### src/rtl/rr_arbiter_pkg.sv
// Shared definitions for the round-robin arbiter: FSM state encoding,
// default sizing and a constant-evaluable clog2 helper.
package rr_arbiter_pkg;

  localparam int DEF_NUM_REQ  = 8;
  localparam int DEF_MAX_HOLD = 16;

  typedef enum logic [0:0] {
    ST_IDLE  = 1'b0,
    ST_GRANT = 1'b1
  } arb_state_t;

  // Number of bits needed to index n items (n >= 2).
  function automatic int clog2(input int n);
    int r;
    r = 0;
    for (int v = n - 1; v > 0; v = v >> 1) begin
      r++;
    end
    return r;
  endfunction

endpackage

### src/rtl/rr_arbiter_prio_pick.sv
// Combinational round-robin picker. Among the requests not excluded, it
// returns the lowest index at or above ptr; if none exists it falls back to
// the lowest requesting index overall. Both searches use the same LSB-first
// isolate-lowest-bit finder.
module rr_arbiter_prio_pick #(
  parameter int NUM_REQ = 8,
  parameter int ID_W    = 3
) (
  input  logic [NUM_REQ-1:0] req,
  input  logic [ID_W-1:0]    ptr,
  input  logic [NUM_REQ-1:0] excl_mask,
  output logic [NUM_REQ-1:0] onehot,
  output logic [ID_W-1:0]    idx,
  output logic               any
);

  logic [NUM_REQ-1:0] cand;
  logic [NUM_REQ-1:0] ptr_mask;
  logic [NUM_REQ-1:0] masked;
  logic [NUM_REQ-1:0] search;

  assign cand = req & ~excl_mask;

  // Thermometer mask selecting positions at or above the pointer.
  generate
    for (genvar gi = 0; gi < NUM_REQ; gi++) begin : g_ptr_mask
      assign ptr_mask[gi] = (ID_W'(gi) >= ptr);
    end
  endgenerate

  assign masked = cand & ptr_mask;

  // Masked finder wins when it has any candidate, otherwise wrap around.
  assign search = (|masked) ? masked : cand;

  // Isolate the lowest set bit (two's complement trick).
  assign onehot = search & (~search + NUM_REQ'(1));
  assign any    = |cand;

  // Encode the one-hot winner into an index.
  always_comb begin
    idx = '0;
    for (int i = 0; i < NUM_REQ; i++) begin
      if (onehot[i]) begin
        idx = ID_W'(i);
      end
    end
  end

endmodule

### src/rtl/rr_arbiter.sv
// Round-robin, grant-holding arbiter. A registered one-hot grant stays with
// its owner until the owner drops req or the hold limit expires; the
// priority pointer then moves past the winner so nobody starves.
module rr_arbiter
  import rr_arbiter_pkg::*;
#(
  parameter int NUM_REQ  = DEF_NUM_REQ,
  parameter int ID_W     = clog2(NUM_REQ),
  parameter int MAX_HOLD = DEF_MAX_HOLD,
  parameter int CNT_W    = 5
) (
  input  logic               clk,
  input  logic               reset,
  input  logic [NUM_REQ-1:0] req,
  output logic [NUM_REQ-1:0] gnt,
  output logic               gnt_valid,
  output logic [ID_W-1:0]    gnt_id,
  output logic               revoked
);

  localparam bit               HOLD_LIMITED = (MAX_HOLD != 0);
  localparam logic [CNT_W-1:0] HOLD_LAST    = HOLD_LIMITED ? CNT_W'(MAX_HOLD - 1) : '0;
  localparam logic [CNT_W-1:0] HOLD_SAT     = CNT_W'(MAX_HOLD);
  localparam logic [ID_W-1:0]  LAST_ID      = ID_W'(NUM_REQ - 1);

  arb_state_t         state_reg, state_next;
  logic [ID_W-1:0]    ptr_reg, ptr_next;
  logic [CNT_W-1:0]   hold_cnt_reg, hold_cnt_next;
  logic [NUM_REQ-1:0] gnt_reg, gnt_next;
  logic               gnt_valid_reg, gnt_valid_next;
  logic [ID_W-1:0]    gnt_id_reg, gnt_id_next;
  logic               revoked_reg, revoked_next;

  logic [NUM_REQ-1:0] excl_mask;
  logic [NUM_REQ-1:0] pick_onehot;
  logic [ID_W-1:0]    pick_idx;
  logic               pick_any;
  logic               owner_req;
  logic               release_hit;
  logic               timeout_hit;
  logic               take_grant;

  // While granted, the current owner is excluded from the hand-off search.
  assign excl_mask = (state_reg == ST_GRANT) ? gnt_reg : '0;
  assign owner_req = |(req & gnt_reg);

  rr_arbiter_prio_pick #(
    .NUM_REQ (NUM_REQ),
    .ID_W    (ID_W)
  ) u_pick (
    .req       (req),
    .ptr       (ptr_reg),
    .excl_mask (excl_mask),
    .onehot    (pick_onehot),
    .idx       (pick_idx),
    .any       (pick_any)
  );

  // Next-state and next-output decisions for the IDLE/GRANT controller.
  always_comb begin
    state_next     = state_reg;
    ptr_next       = ptr_reg;
    hold_cnt_next  = hold_cnt_reg;
    gnt_next       = gnt_reg;
    gnt_valid_next = gnt_valid_reg;
    gnt_id_next    = gnt_id_reg;
    revoked_next   = 1'b0;
    take_grant     = 1'b0;
    release_hit    = 1'b0;
    timeout_hit    = 1'b0;

    case (state_reg)
      ST_IDLE: begin
        if (pick_any) begin
          take_grant = 1'b1;
        end
      end
      ST_GRANT: begin
        release_hit = ~owner_req;
        // A release in the same cycle as the limit counts as a release.
        timeout_hit = HOLD_LIMITED && (hold_cnt_reg == HOLD_LAST) && owner_req;
        if (release_hit || timeout_hit) begin
          revoked_next = timeout_hit;
          if (pick_any) begin
            take_grant = 1'b1;
          end else begin
            state_next     = ST_IDLE;
            gnt_next       = '0;
            gnt_valid_next = 1'b0;
            gnt_id_next    = '0;
            hold_cnt_next  = '0;
          end
        end else if (hold_cnt_reg != HOLD_SAT) begin
          hold_cnt_next = hold_cnt_reg + CNT_W'(1);
        end
      end
      default: begin
        state_next     = ST_IDLE;
        gnt_next       = '0;
        gnt_valid_next = 1'b0;
        gnt_id_next    = '0;
        hold_cnt_next  = '0;
      end
    endcase

    // Any new grant: load the winner, rotate the pointer past it, restart hold.
    if (take_grant) begin
      state_next     = ST_GRANT;
      gnt_next       = pick_onehot;
      gnt_valid_next = 1'b1;
      gnt_id_next    = pick_idx;
      hold_cnt_next  = '0;
      ptr_next       = (pick_idx == LAST_ID) ? '0 : pick_idx + ID_W'(1);
    end
  end

  // State, pointer, hold counter and output registers with synchronous reset.
  always_ff @(posedge clk) begin
    if (reset) begin
      state_reg     <= ST_IDLE;
      ptr_reg       <= '0;
      hold_cnt_reg  <= '0;
      gnt_reg       <= '0;
      gnt_valid_reg <= 1'b0;
      gnt_id_reg    <= '0;
      revoked_reg   <= 1'b0;
    end else begin
      state_reg     <= state_next;
      ptr_reg       <= ptr_next;
      hold_cnt_reg  <= hold_cnt_next;
      gnt_reg       <= gnt_next;
      gnt_valid_reg <= gnt_valid_next;
      gnt_id_reg    <= gnt_id_next;
      revoked_reg   <= revoked_next;
    end
  end

  assign gnt       = gnt_reg;
  assign gnt_valid = gnt_valid_reg;
  assign gnt_id    = gnt_id_reg;
  assign revoked   = revoked_reg;

endmodule
### config.mk
export PLATFORM = sky130hd
export DESIGN_NAME = rr_arbiter
export DESIGN_NICKNAME = d
export VERILOG_FILES = /design/src/rtl/rr_arbiter_pkg.sv /design/src/rtl/rr_arbiter_prio_pick.sv /design/src/rtl/rr_arbiter.sv
export SDC_FILE = /design/constraint.sdc
export NUM_CORES = 1
export LEC_CHECK = 0
export CAP_MARGIN = 25
export CORE_UTILIZATION = 50
export CTS_BUF_LIST = sky130_fd_sc_hd__clkbuf_16
export DETAILED_ROUTE_END_ITERATION = 16
export MAX_ROUTING_LAYER = met4
export PLACE_DENSITY_LB_ADDON = 0.25
export SKIP_LAST_GASP = 1
export SYNTH_ARGS = -nofsm -noshare
export SYNTH_HDL_FRONTEND = slang
export SYNTH_SLANG_ARGS = --single-unit
### constraint.sdc
create_clock -name clk -period 5.6 [get_ports clk]
set_input_delay 1.4 -clock clk [delete_from_list [all_inputs] [get_ports clk]]
set_output_delay 1.4 -clock clk [all_outputs]
set_load 0.05 [all_outputs]
==> results.ini, run 1 <==
[logic_synthesis]
synth.largest_area_cell=dfxtp_1
yosys_warnings=0
async_flop_share_pct=0
ys_top_cells_by_area=dfxtp_1, nand2_1, ha_1, nor2_1, o21ai_0
synth_area_per_cell_um2=8.17
synthAdderAreaFrac_pct=4.35
synth_seq_area_share_pct=30.6
synthSimpleGateAreaFrac_pct=25.8
synth_compound_area_share_pct=33.2
ys_seq_elements=22
syn-num-nets=191
synth_xor_area_share_pct=0
synth_edf_count=0
synth_top_family_by_area=compound AO/OA/AOI/OAI gates
synth.top_cell.area_share_pct=30.6
synth_ff_type=dfxtp_1
synthMuxAreaShare_pct=2.09
synth_area_um2=1440
synth_cells=176
ys_types=53

[timing]
setup-violations-final=0
fmax_mhz=237
maxSlewViolCount=0
min_period_ns=4.21
worst_slew_pin_slew_ns=0.609
fin_skew_ns=0.00599
rsz0062_at_grt=no
relSlewSlack_pct=59.3
hold_viol_final=0
fin_crit_sh_pct=75.3
fin_setup_tns_ns=0

[layout]
layout_commonest_cell=nand2_1
drive_gt1_share_pct=9.74
fill_cells=222
largest_register_ffs=8
postLayoutCoreUtil_pct=63.4
design_area_um2=1730
regArea_um2=440
multi_input_area_um2=941
num-nets-final=212
layout_common_cells=nand2_1, dfxtp_1, clkdlybuf4s50_1
areaGrowthSynthToFinish_pct=20.6
diodes=0

[routing]
viasPerCell=6.39
antenna_left=0
drt_iter0_drc=114
dr.pass1.iters=5
routed_wl_mm=3.63
drc=0
via_count=1444
post_drt_wl_per_cell_um=16.1

[die]
core_area_um2=2730
row_count=19
initial_core_util_pct=52.6
die_area_um2=3090
pin_count=23
die_y_um=55.6
die_width_um=55.6

[clock_tree]
clk_latency_ns=0.26
cts_root_buf=clkbuf_16
cts_made_buffers=3
tritoncts=yes
cts_max_level=1
numClockSinks=22
cts_resized=0
cts_max_path_buffers=2
path_clk_slew_ns=0.06
post-cts-setup-buffer-count=0
ctsHoldBuffers=0

[setup_path]
critPathKind=input port to flop
arrival_ns=4.34
reg2reg_from=state_reg
crit_path_max_fanout=8
setup.worst_path.start_class=input port
startpoint=req[3]
cp-end-kind=flop
worstPathRequired_ns=5.73

[global_route]
grt_usage_pct=26.1
grt_pass1_vias=1331
grt_overflow=0
grt_pass1_wl_mm=6.24
antenna_found_initial=0
grt_max_degree=16

[placed_design]
placed_cell_area_um2=1660
portBuffers=22
dp_hpwl_mm=2.68
gp_congestion=0.944

[worst_hold_path]
hp-class=flop to flop
hp-start=gnt_id[2]

[job]
drv_cap=0

[power_and_ir_drop]
leakagePower_nw=0.662
p_per_area_nw_per_um2=435
ir_worst_vdd_mv=0.307
total_power_mw=0.754

[status]
status=completed

==> through the flow <==
| stage | std cells | hold slack, ns | worst slack [ns] |
|---|---|---|---|
| floorplan | 176 | 0.440 | 2.13 |
| global placement | 223 | 0.431 | 1.33 |
| detailed placement | 223 | 0.443 | 1.26 |
| CTS | 226 | 0.456 | 1.43 |
| global route | 226 | 0.487 | 1.25 |
| finish | 226 | 0.454 | 1.39 |
==> final cells by class <==
type / count / area share, %
inverters: 5 / 1.08
repair buffers: 22 / 12.7
flip-flops and latches: 22 / 25.4
multi-input cells: 143 / 54.3
clock buffers: 3 / 4.33
well taps: 31 / 2.24
==> logic make-up (layout without fill, tap and decap cells) <==
logic type | after synthesis | after routing
mux | 3 | 3
buf+inv | 11 | 30
flops | 22 | 22
simple gates | 73 | 73
fa+ha+maj | 5 | 5
compound gates | 62 | 62
==> synth_stat cells, types with 3 or more instances <==
library cell	n
nand2_1	29
dfxtp_1	22
nor2_1	15
o21ai_0	10
a21oi_1	7
a22oi_1	6
a21boi_1	5
a22o_1	5
ha_1	5
inv_1	5
nand2b_1	4
nand3_1	4
a21bo_2	3
buf_2	3
mux2i_1	3
nand4_1	3
nor3_1	3
nor3b_1	3
==> path summary, 6_finish.rpt <==
| check | to | slack, ns | depth (start not counted) |
|---|---|---|---|
| worst min register to register | gnt_id[2] | 0.45 | 2 |
| worst min-delay path | gnt_id[2] | 0.45 | 2 |
| worst max-delay path | ptr_reg[2] | 1.39 | 11 |
| worst max register to register | ptr_reg[0] | 2.37 | 9 |
==> critical path: stages <==
cell	delay (ns)
clkdlybuf4s50_1	0.48
a21boi_1	0.42
a21oi_1	0.20
and3_1	0.26
a211oi_4	0.44
o211ai_1	0.18
a41oi_1	0.35
ha_1	0.20
ha_1	0.22
mux2i_1	0.14
nor2_1	0.05
==> metal layers <==
metal	global-route usage (%)	vias up	share of wire (%)
li1	-	693	-
met1	30.5	675	42
met2	42.2	64	49
met3	4.88	12	6.4
met4	14.6	0	3.1
met5	-	-	0
==> where the power goes <==
part / switching (mW) / internal (mW) / total, mW
Clock: 0.0536 / 0.0943 / 0.148
Sequential: 0.0455 / 0.189 / 0.234
Combinational: 0.233 / 0.139 / 0.372
Total: 0.332 / 0.422 / 0.754
No activity file was read; power rests on OpenSTA's default activity.
==> run 2: changes to the inputs <==
==> constraint.sdc (replaced) <==
create_clock -name clk -period 4.1 [get_ports clk]
set_input_delay 1.025 -clock clk [delete_from_list [all_inputs] [get_ports clk]]
set_output_delay 1.025 -clock clk [all_outputs]
set_load 0.05 [all_outputs]
==> run 2 against run 1 <==
Compared with the run above: critical path depth did not move; register-to-register slack got worse by 1.4 ns; sequential power rose by 36%; combinational power rose by 40%; design area rose by 3.0%; count of clock-buffer cells in the layout did not move; total power rose by 48%; clock power rose by 88%; non-clock buffer count rose by 3; clock skew fell by 0.0046 ns; critical path type unchanged; largest power group unchanged.
==> results.ini, run 2 (synthesis gave the netlist of run 1 again) <==
[setup_path]
setup.worst_path.start_class=input port  ; unchanged
crit_path_max_fanout=5  ; was 8
critPathKind=input port to flop  ; unchanged
arrival_ns=3.71  ; was 4.34 ns
crit_family=compound AO/OA/AOI/OAI gates  ; unchanged
max_stage_delay_ns=0.49  ; was 0.48 ns
reg2reg_to=ptr_reg[2]  ; was ptr_reg[0]
reg2reg_from=state_reg  ; unchanged
critical_path.cell_chain=clkdlybuf4s50_1, a21boi_1, a22oi_1, nand4_1, nor2_1, a221o_2, o21ai_1, ha_1, ha_1, mux2i_1, nor2_1  ; was clkdlybuf4s50_1, a21boi_1, a21oi_1, and3_1, a211oi_4, o211ai_1, a41oi_1, ha_1, ha_1, mux2i_1, nor2_1
path_buf_inv=1  ; unchanged
rr_worst_depth=10  ; was 9
cp-end-kind=flop  ; unchanged
worstPathRequired_ns=4.23  ; was 5.73 ns
r2r_slack_ns=0.97  ; was 2.37 ns
slowest_stage=clkdlybuf4s50_1  ; unchanged

[timing]
fmax_mhz=280
fin_skew_ns=0.00135  ; was 0.00599 ns
setup-violations-final=0  ; unchanged
rsz0062_at_grt=no  ; unchanged
layout_setup_ws_ns=0.525  ; was 1.39 ns
maxSlewViolCount=0  ; unchanged
worst_slew_pin_slew_ns=0.600  ; was 0.609 ns
fin_setup_tns_ns=0  ; unchanged
hold_viol_final=0  ; unchanged
hold_slack_ns=0.448  ; was 0.454 ns
relSlewSlack_pct=60.0  ; was 59.3%
fin_crit_sh_pct=87.2
min_period_ns=3.58

[global_route]
grt_pass1_vias=1383  ; was 1,331
grt_usage_pct=25.5  ; was 26.1%
grt_max_degree=16  ; unchanged
grt_pass1_wl_mm=6.18  ; was 6.24 mm
grt_overflow=0  ; unchanged
antenna_found_initial=0  ; unchanged

[worst_hold_path]
worst_hold_path.endpoint=gnt_id[2]  ; unchanged
hp-class=flop to flop  ; unchanged
hp-start=gnt_id[2]  ; unchanged
holdPathStages=2  ; unchanged

[placed_design]
portBuffers=22  ; unchanged
pre_cts_slack_ns=0.348  ; was 1.26 ns
placed_cell_area_um2=1680  ; was 1660 µm²
gp_congestion=0.990  ; was 0.944
placed_cells=226  ; was 223
dp_hpwl_mm=2.76  ; was 2.68 mm

[power_and_ir_drop]
total_power_mw=1.11  ; was 0.754 mW
leakagePower_nw=0.691  ; was 0.662 nW
p_per_area_nw_per_um2=624  ; was 435 nW/µm²
ir_worst_vdd_mv=0.491  ; was 0.307 mV

[layout]
diodes=0  ; unchanged
postLayoutCoreUtil_pct=65.4  ; was 63.4%
design_area_um2=1790  ; was 1730 µm²
layout_commonest_cell=nand2_1  ; unchanged
largest_register_ffs=8  ; unchanged
drive_gt1_share_pct=11.6  ; was 9.74%
stdcell_count=230  ; was 226
areaGrowthSynthToFinish_pct=24.3  ; was 20.6%
layout_common_cells=nand2_1, dfxtp_1, clkdlybuf4s50_1  ; unchanged
num-nets-final=215  ; was 212

[clock_tree]
cts_max_level=1  ; unchanged
cts_max_path_buffers=2  ; unchanged
tritoncts=yes  ; unchanged
numClockSinks=22  ; unchanged
ctsHoldBuffers=0  ; unchanged
clk_latency_ns=0.25  ; was 0.26 ns
cts_root_buf=clkbuf_16  ; unchanged
post-cts-setup-buffer-count=0  ; unchanged
cts_resized=0  ; unchanged
cts_made_buffers=3  ; unchanged
path_clk_slew_ns=0.06  ; about the same

[job]
drv_cap=0  ; unchanged

[die]
die_width_um=55.6  ; unchanged
core_area_um2=2730  ; unchanged
row_count=19  ; unchanged
die_y_um=55.6  ; unchanged
die_area_um2=3090  ; unchanged
initial_core_util_pct=52.6  ; unchanged
pin_count=23  ; unchanged

[routing]
post_drt_wl_per_cell_um=15.9  ; was 16.1 µm
dr.pass1.iters=4  ; was 5
drt_iter0_drc=45  ; was 114
via_count=1419  ; was 1,444
drc=0  ; unchanged
routed_wl_mm=3.66  ; was 3.63 mm
viasPerCell=6.17  ; was 6.39
antenna_left=0  ; unchanged

[status]
status=completed  ; unchanged

-- run 2: area by class of cell --
cell class	instances	area [µm²]
multi-input cells	143	941
clock inverters	1	30.0
repair buffers	25	243
fillers	235	947
clock buffers	3	75.1
flip-flops and latches	22	440
well taps	31	38.8
inverters	5	18.8
-- run 2: per-layer routing --
layer	vias up	track usage [%]	part of all wire (%)
met2	37	45.1	52
met5	-	-	0
met3	2	4.19	4.0
met4	0	6.43	0.76
li1	705	-	-
met1	675	30.0	43
-- run 2: worst register-to-register path, delay by kind of cell, from the launching register on --
| family | cells | cell delay, ns |
|---|---|---|
| AO/OA/AOI/OAI | 5 | 1.40 |
| flip-flops | 1 | 0.70 |
| adder cells (fa/ha/maj) | 2 | 0.42 |
| AND/OR/NAND/NOR | 2 | 0.35 |
| multiplexers | 1 | 0.13 |
-- run 2: how the worst max path moves through the flow --
stage,to,cells after the start,slack (ns),start
2_1_floorplan,ptr_reg[2],10,1.00,req[3]
3_3_place_gp,ptr_reg[2],11,0.37,req[0]
3_5_place_dp,ptr_reg[2],11,0.35,req[2]
4_1_cts,ptr_reg[2],11,0.55,req[0]
5_1_grt,ptr_reg[2],11,0.40,req[6]
6_report,ptr_reg[2],11,0.52,req[0]
-- run 2: report_power, final --
group	leakage, nW	total (mW)	switching, mW	internal, mW
clock network	0.0511	0.278	0.0835	0.194
registers	0.180	0.318	0.0608	0.258
logic	0.460	0.519	0.320	0.199
total	0.691	1.11	0.464	0.651
==> run 3: changes to the inputs <==
--- a/config.mk
+++ b/config.mk
@@ -9,6 +9,7 @@
 export CORE_UTILIZATION = 50
 export CTS_BUF_LIST = sky130_fd_sc_hd__clkbuf_16
 export DETAILED_ROUTE_END_ITERATION = 16
+export GPL_TIMING_DRIVEN = 0
 export MAX_ROUTING_LAYER = met4
 export PLACE_DENSITY_LB_ADDON = 0.25
 export SKIP_LAST_GASP = 1
==> run 3 against run 2 <==
Compared with the run above: via count increased by 2.7%; total power decreased by 5.3%; clock power decreased by 25%; design area decreased by 0.77%; sequential power shrank 9.1%; largest power group unchanged; highest routed layer unchanged.
==> results.ini, run 3 (synthesis gave the netlist of run 1 again) <==
[status]
status=completed  ; unchanged

[power_and_ir_drop]
ir_worst_vdd_mv=0.395  ; was 0.491 mV
leakagePower_nw=0.688  ; was 0.691 nW
total_power_mw=1.06  ; was 1.11 mW
p_per_area_nw_per_um2=595  ; was 624 nW/µm²

[global_route]
grt_pass1_vias=1477  ; was 1,383
grt_usage_pct=26.4  ; was 25.5%
grt_overflow=0  ; unchanged
antenna_found_initial=0  ; unchanged
grt_pass1_wl_mm=6.38  ; was 6.18 mm
grt_max_degree=13  ; was 16

[timing]
worst_slew_pin_slew_ns=0.562  ; was 0.600 ns
min_period_ns=3.85  ; was 3.58 ns
relSlewSlack_pct=62.2  ; was 60.0%
setup-violations-final=0  ; unchanged
fin_crit_sh_pct=94.0  ; was 87.2%
maxSlewViolCount=0  ; unchanged
hold_viol_final=0  ; unchanged
fin_skew_ns=0.00344  ; was 0.00135 ns
rsz0062_at_grt=no  ; unchanged
fmax_mhz=259  ; was 280 MHz

[layout]
stdcell_count=232  ; was 230
fill_cells=241  ; was 235
drive_gt1_share_pct=12.9  ; was 11.6%
layout_commonest_cell=nand2_1  ; unchanged
areaGrowthSynthToFinish_pct=23.3  ; was 24.3%
multi_input_area_um2=948  ; was 941 µm²
largest_register_ffs=8  ; unchanged
num-nets-final=217  ; was 215
layout_common_cells=nand2_1, dfxtp_1, clkdlybuf4s50_1  ; unchanged
diodes=0  ; unchanged
regArea_um2=440  ; unchanged

[worst_hold_path]
holdPathStages=2  ; unchanged
hp-class=flop to flop  ; unchanged
hp-start=gnt_id[2]  ; unchanged

[die]
core_area_um2=2730  ; unchanged
row_count=19  ; unchanged
die_area_um2=3090  ; unchanged
die_y_um=55.6  ; unchanged
pin_count=23  ; unchanged
die_width_um=55.6  ; unchanged
initial_core_util_pct=52.6  ; unchanged

[setup_path]
arrival_ns=3.98  ; was 3.71 ns
cp-end-kind=flop  ; unchanged
startpoint=req[0]  ; unchanged
setup.worst_path.start_class=input port  ; unchanged
critPathKind=input port to flop  ; unchanged
slowest_stage=clkdlybuf4s50_1  ; unchanged
rr_worst_depth=11  ; was 10
reg2reg_from=state_reg  ; unchanged
max_stage_delay_ns=0.50  ; was 0.49 ns
worstPathRequired_ns=4.23  ; about the same
crit_path_max_fanout=8  ; was 5
critical_path.cell_chain=clkdlybuf4s50_1, a21boi_1, a22oi_1, and3_1, a211oi_4, o211ai_1, a41oi_1, ha_1, ha_1, mux2i_1, nor2_1  ; was clkdlybuf4s50_1, a21boi_1, a22oi_1, nand4_1, nor2_1, a221o_2, o21ai_1, ha_1, ha_1, mux2i_1, nor2_1
cp_common_cell=ha_1

[routing]
post_drt_wl_per_cell_um=16.3  ; was 15.9 µm
drt_iter0_drc=100  ; was 45
dr.pass1.iters=5  ; was 4
antenna_left=0  ; unchanged
drc=0  ; unchanged
routed_wl_mm=3.77  ; was 3.66 mm
viasPerCell=6.28  ; was 6.17
via_count=1457  ; was 1,419

[clock_tree]
path_clk_slew_ns=0.06  ; about the same
ctsHoldBuffers=0  ; unchanged
numClockSinks=22  ; unchanged
tritoncts=yes  ; unchanged
cts_max_level=1  ; unchanged
cts_root_buf=clkbuf_16  ; unchanged
cts_made_buffers=3  ; unchanged
cts_max_path_buffers=2  ; unchanged
clk_latency_ns=0.25  ; about the same

[job]
drv_cap=0  ; unchanged

[placed_design]
placed_cells=228  ; was 226
gp_congestion=0.948  ; was 0.990
dp_hpwl_mm=2.89  ; was 2.76 mm
portBuffers=21  ; was 22

[run 3: cell count changes in the layout (fill, tap and decap cells not counted)]
cell	previous run	this run
clkbuf_1	0	1
buf_2	0	3
buf_6	0	1
bufinv_16	1	0
buf_4	3	1
a21boi_2	0	2
a21boi_1	5	3
clkdlybuf4s50_1	22	21
clkinv_1	0	1
[run 3: routing by layer]
metal  GRT usage (%)  routed length (µm)  vias up
li1                -                   -      706
met1            29.9                1620      703
met2            44.4                1920       44
met3            4.42                 172        4
met4            13.9                  59        0
met5               -                   0        -
[run 3: through the flow]
step                      setup WS (ns)  TNS (ns)  hold WS [ns]  util, %  cell area (µm²)
after global routing             0.0418         0         0.485     64.9             1770
after floorplan                    1.00         0         0.440        -             1440
after detailed placement        -0.0213   -0.0213         0.440     61.7             1690
after global placement           0.0821         0         0.431     61.7             1690
after CTS                         0.220         0         0.448     64.6             1770
final                             0.246         0         0.444     64.9             1770
[run 3: where the power goes]
group	leakage [nW]	internal (mW)	switching [mW]	total, mW
clock network	0.0385	0.130	0.0789	0.209
registers	0.180	0.257	0.0313	0.289
logic	0.470	0.205	0.353	0.558
[run 3: path summary, 6_finish.rpt]
path | to | slack [ns]
worst max-delay path | ptr_reg[2] | 0.25
worst min-delay path | gnt_id[2] | 0.44
worst max register to register | ptr_reg[2] | 1.00
worst min register to register | gnt_id[2] | 0.44
[run 3: repair_timing]
item,4_1_cts,5_1_grt
buffers inserted,0,0
gates resized for setup,0,2
setup endpoints to repair,0,1
[run 3: area by class of cell]
| class | instances | share of cell area (%) |
|---|---|---|
| clock inverter | 1 | 0.212 |
| clock buffer | 3 | 4.23 |
| multi-input combinational | 143 | 53.5 |
| buffer | 6 | 2.12 |
| sequential | 22 | 24.8 |
| inverter | 5 | 1.06 |
| timing repair buffer | 21 | 11.9 |
| tap | 31 | 2.19 |
[run 3: worst max-delay path, delay by kind of cell]
kind	cells	cell delay [ns]
multiplexers	1	0.15
AO/OA/AOI/OAI	5	1.55
buffers and inverters	1	0.50
adder cells (fa/ha/maj)	2	0.45
AND/OR/NAND/NOR	2	0.30
